[config.mk]
export PLATFORM = sky130hd
export DESIGN_NAME = usr4_shift
export DESIGN_NICKNAME = d
export VERILOG_FILES = /design/src/rtl/usr4_shift.sv
export SDC_FILE = /design/constraint.sdc
export NUM_CORES = 1
export LEC_CHECK = 0
export CELL_PAD_IN_SITES_DETAIL_PLACEMENT = 0
export CELL_PAD_IN_SITES_GLOBAL_PLACEMENT = 2
export CORE_MARGIN = 2
export CORE_UTILIZATION = 20
export DETAILED_ROUTE_END_ITERATION = 8
export PLACE_DENSITY = 0.82
export SYNTH_ARGS = -nofsm -noshare
export SYNTH_HDL_FRONTEND = slang
export SYNTH_SLANG_ARGS = --single-unit
[constraint.sdc]
create_clock -name CLK -period 2.9 [get_ports CLK]
set_input_delay 0.58 -clock CLK [delete_from_list [all_inputs] [get_ports CLK]]
set_output_delay 0.58 -clock CLK [all_outputs]
set_load 0.1 [all_outputs]
[src/rtl/usr4_shift.sv]
// ---------------------------------------------------------------------------
// usr4_shift : WIDTH-bit universal shift register.
//
// Modes, selected by SEL and applied at every rising CLK edge:
//   00 LOAD : the register takes D
//   01 S0in : contents move toward bit WIDTH-1, S0 enters bit 0
//   10 S3in : contents move toward bit 0, S3 enters bit WIDTH-1
//   11 HOLD : the register keeps its value
// Bits shifted out at either end are lost. The register does not rotate.
//
// Bit 0 is the leftmost bit (MSB). All vectors are declared [0:WIDTH-1],
// so a literal such as 4'b1010 puts a 1 in bit 0.
//
// RESET is synchronous and active-high. It clears the register and takes
// priority over every mode.
//
// Optional feature, controlled by the macro USR4_CLKEN_EN:
//   defined     : adds the CLKEN input. When CLKEN is 0 at a clock edge, the
//                 register holds regardless of SEL. RESET still clears it.
//   not defined : there is no CLKEN port, and the register behaves as if
//                 CLKEN were tied high.
// ---------------------------------------------------------------------------
module usr4_shift #(
  parameter int WIDTH = 4
) (
  input  logic             CLK,
  input  logic             RESET,
  input  logic [0:1]       SEL,
  input  logic [0:WIDTH-1] D,
  input  logic             S0,
  input  logic             S3,
`ifdef USR4_CLKEN_EN
  input  logic             CLKEN,
`endif
  output logic [0:WIDTH-1] Q
);

  localparam logic [0:1] SEL_LOAD = 2'b00;
  localparam logic [0:1] SEL_S0IN = 2'b01;
  localparam logic [0:1] SEL_S3IN = 2'b10;
  localparam logic [0:1] SEL_HOLD = 2'b11;

  // Move every bit one place toward bit WIDTH-1 and bring s_in into bit 0.
  // The old bit WIDTH-1 drops off the end.
  function automatic logic [0:WIDTH-1] shift_from_s0(
    input logic [0:WIDTH-1] r,
    input logic             s_in
  );
    return {s_in, r[0:WIDTH-2]};
  endfunction

  // Move every bit one place toward bit 0 and bring s_in into bit WIDTH-1.
  // The old bit 0 drops off the end.
  function automatic logic [0:WIDTH-1] shift_from_s3(
    input logic [0:WIDTH-1] r,
    input logic             s_in
  );
    return {r[1:WIDTH-1], s_in};
  endfunction

  logic [0:WIDTH-1] r_q;
  logic [0:WIDTH-1] w_next;
  logic             w_en;

`ifdef USR4_CLKEN_EN
  assign w_en = CLKEN;
`else
  assign w_en = 1'b1;
`endif

  // Choose the register's next value from the selected mode.
  always_comb begin
    w_next = r_q;
    case (SEL)
      SEL_LOAD: w_next = D;
      SEL_S0IN: w_next = shift_from_s0(r_q, S0);
      SEL_S3IN: w_next = shift_from_s3(r_q, S3);
      SEL_HOLD: w_next = r_q;
      default:  w_next = r_q;
    endcase
  end

  // State register. Reset wins over the clock enable and over every mode.
  always_ff @(posedge CLK) begin
    if (RESET) begin
      r_q <= '0;
    end else if (w_en) begin
      r_q <= w_next;
    end
  end

  // Q comes straight from the register, with no combinational path from the inputs.
  assign Q = r_q;

endmodule

==> results.py <==
metrics = {
    "job": {
        "drv_cap": 0,
    },
    "timing": {
        "grt_setup_unrepaired": "false",
        "clock-skew-final_ns": 0.00266,
        "fin_ws_ns": 0.973,
        "fin_setup_tns_ns": 0,
        "hold_viol": 0,
        "setup_violations": 0,
        "finalCritPeriodShare_pct": 66.4,
        "max_freq_mhz": 519,
        "drv_slew": 0,
        "layout_min_cycle_time_ns": 1.93,
        "worst_pin_slew_ns": 0.329,
        "relSlewSlack_pct": 78.0,
    },
    "clocking": {
        "ctsHoldBuffers": 0,
        "htreeDepth": 1,
        "postCtsSetupRepairBufs": 0,
        "clk_pin_slew_worst_paths_ns": 0.04,
        "cts.sinks": 4,
        "cts_made_buffers": 3,
        "cts_buffer_depth": 2,
        "ctsResizeCount": 0,
        "root_buffer": "clkbuf_4",
        "cts_tree": "yes",
        "clock_latency_ns": 0.23,
    },
    "global_route": {
        "overflow": 0,
        "track_usage_pct": 10.3,
        "grt_pass1_vias": 249,
        "antenna_found_initial": 0,
        "grt_pass1_wl_um": 986,
        "grt_max_degree": 10,
    },
    "floorplan": {
        "rows": 12,
        "dieArea_um2": 1610,
        "die_w_um": 40.1,
        "coreArea_um2": 1160,
        "die_h_um": 40.1,
        "ios": 14,
        "initial_core_util_pct": 22.5,
    },
    "finish": {
        "synthToLayoutAreaGrowth_pct": 59.6,
        "multi_input_area_um2": 153,
        "drive_gt1_share_pct": 17.8,
        "nets": 60,
        "regArea_um2": 80.1,
        "largest_reg_flops": 4,
        "n_antenna_cell": 0,
        "nFillCells": 127,
    },
    "setup_path": {
        "arrival_ns": 2.02,
        "worstSetupStartpointType": "primary input",
        "worstSetupPathType": "primary input to register",
        "crit_path_end_kind": "register",
        "cp_cell_sequence": "clkdlybuf4s50_1, inv_1, ha_1, a211o_1, a21oi_1, a2111oi_2",
        "slowest_stage": "clkdlybuf4s50_1",
        "cp_max_fo": 8,
        "cp.required_ns": 3.00,
        "slowest_delay_ns": 0.50,
    },
    "place": {
        "gp_congestion": 0.715,
        "port_buffers": 13,
        "place_hpwl_um": 473,
        "place_ws_ns": 0.719,
    },
    "hold_path": {
        "hp-class": "register to register",
    },
    "synth": {
        "synth_top_area_share_pct": 30.8,
        "yosys.area.top_type": "dfxtp_1",
        "syn-instance-count": 30,
        "synth_nets": 43,
        "ys_ff_latch": 4,
        "synth_warnings": 0,
        "syn_avg_cell_area_um2": 8.68,
        "synth_area_leaders": "dfxtp_1 31%, ha_1 14%, a211o_1 13%",
        "synth_area_um2": 260,
        "ys_types": 11,
        "synth_seq_area_share_pct": 30.8,
    },
    "routing": {
        "wl_per_cell_um": 9.83,
        "ant_nets": 0,
        "wirelength_um": 580,
        "drt_first_pass_iters": 3,
        "vias": 282,
        "routed_via_density": 4.78,
        "drc": 0,
        "drt_first_iter_violations": 9,
    },
    "pwr": {
        "ir_drop_v": 0.000273,
        "power.density_nw_per_um2": 525,
        "p_leak_uw": 0.000187,
    },
    "status": {
        "status": "complete, no violations",
    },
}
cells in the final DEF (no fill, tap or decap):
cell type	Yosys	layout
clkbuf_4	0	3
clkinv_1	1	1
a211o_1	4	4
nand2_1	3	3
clkdlybuf4s50_1	0	9
a221oi_1	3	3
a2111oi_2	1	1
buf_4	0	4
ha_1	3	3
inv_1	5	5
dfxtp_1	4	4
nor3b_1	1	1
a21oi_1	4	4
per-layer routing:
layer  vias to the layer above  track usage, %  wire, um
met5                         -               0         0
met4                         0            2.59         0
met3                         0            10.6        66
met2                        13            14.9       273
met1                       126            10.3       240
li1                        143               -         -
report_power, final:
part	internal, uW	switching, uW
logic	30.4	54.8
clock network	46.2	21.5
registers	60.6	4.76
total	137	81.1
cells by family (layout without fill, tap and decap cells):
| family | Yosys count | count (layout) | share of synthesized area (%) |
|---|---|---|---|
| simple gates | 4 | 4 | 7.21 |
| fa+ha+maj | 3 | 3 | 14.4 |
| compound gates | 12 | 12 | 37.0 |
| buf+inv | 7 | 22 | 10.6 |
| flops | 4 | 4 | 30.8 |
per-stage QoR:
step | util [%] | total power, uW | hold slack (ns) | instance area, um2 | cells
after floorplan | - | 126 | 0.649 | 260 | 30
after global placement | 34.0 | 152 | 0.472 | 393 | 56
after detailed placement | 34.0 | 152 | 0.472 | 393 | 56
after CTS | 35.9 | 223 | 0.478 | 415 | 59
after global routing | 35.9 | 236 | 0.511 | 415 | 59
final | 35.9 | 218 | 0.473 | 415 | 59
worst max-delay path, delay by kind of cell:
family	cells	cell delay, ns
compound gates	3	0.50
buf+inv	2	0.56
fa+ha+maj	1	0.38
Yosys cell counts:
master,number
a21oi_1,4
ha_1,3
a2111oi_2,1
nor3b_1,1
inv_1,5
clkinv_1,1
a211o_1,4
dfxtp_1,4
nand2_1,3
buf_2,1
a221oi_1,3
worst paths after layout:
path	start	endpoint	slack, ns	depth (start not counted)
worst max-delay path	SEL[1]	Q[2]	0.97	6
worst min-delay path	Q[0]	Q[0]	0.47	2
worst max register to register	Q[2]	Q[1]	1.96	3
worst min register to register	Q[0]	Q[0]	0.47	2
area by class of cell:
class                           count  area share, %
Inverter                            6           5.42
Clock buffer                        3           5.42
Sequential cell                     4           19.3
Multi-Input combinational cell     19           36.7
Timing Repair Buffer               13           28.9
Tap cell                           14           4.22
(Power assumes the default switching activity.)
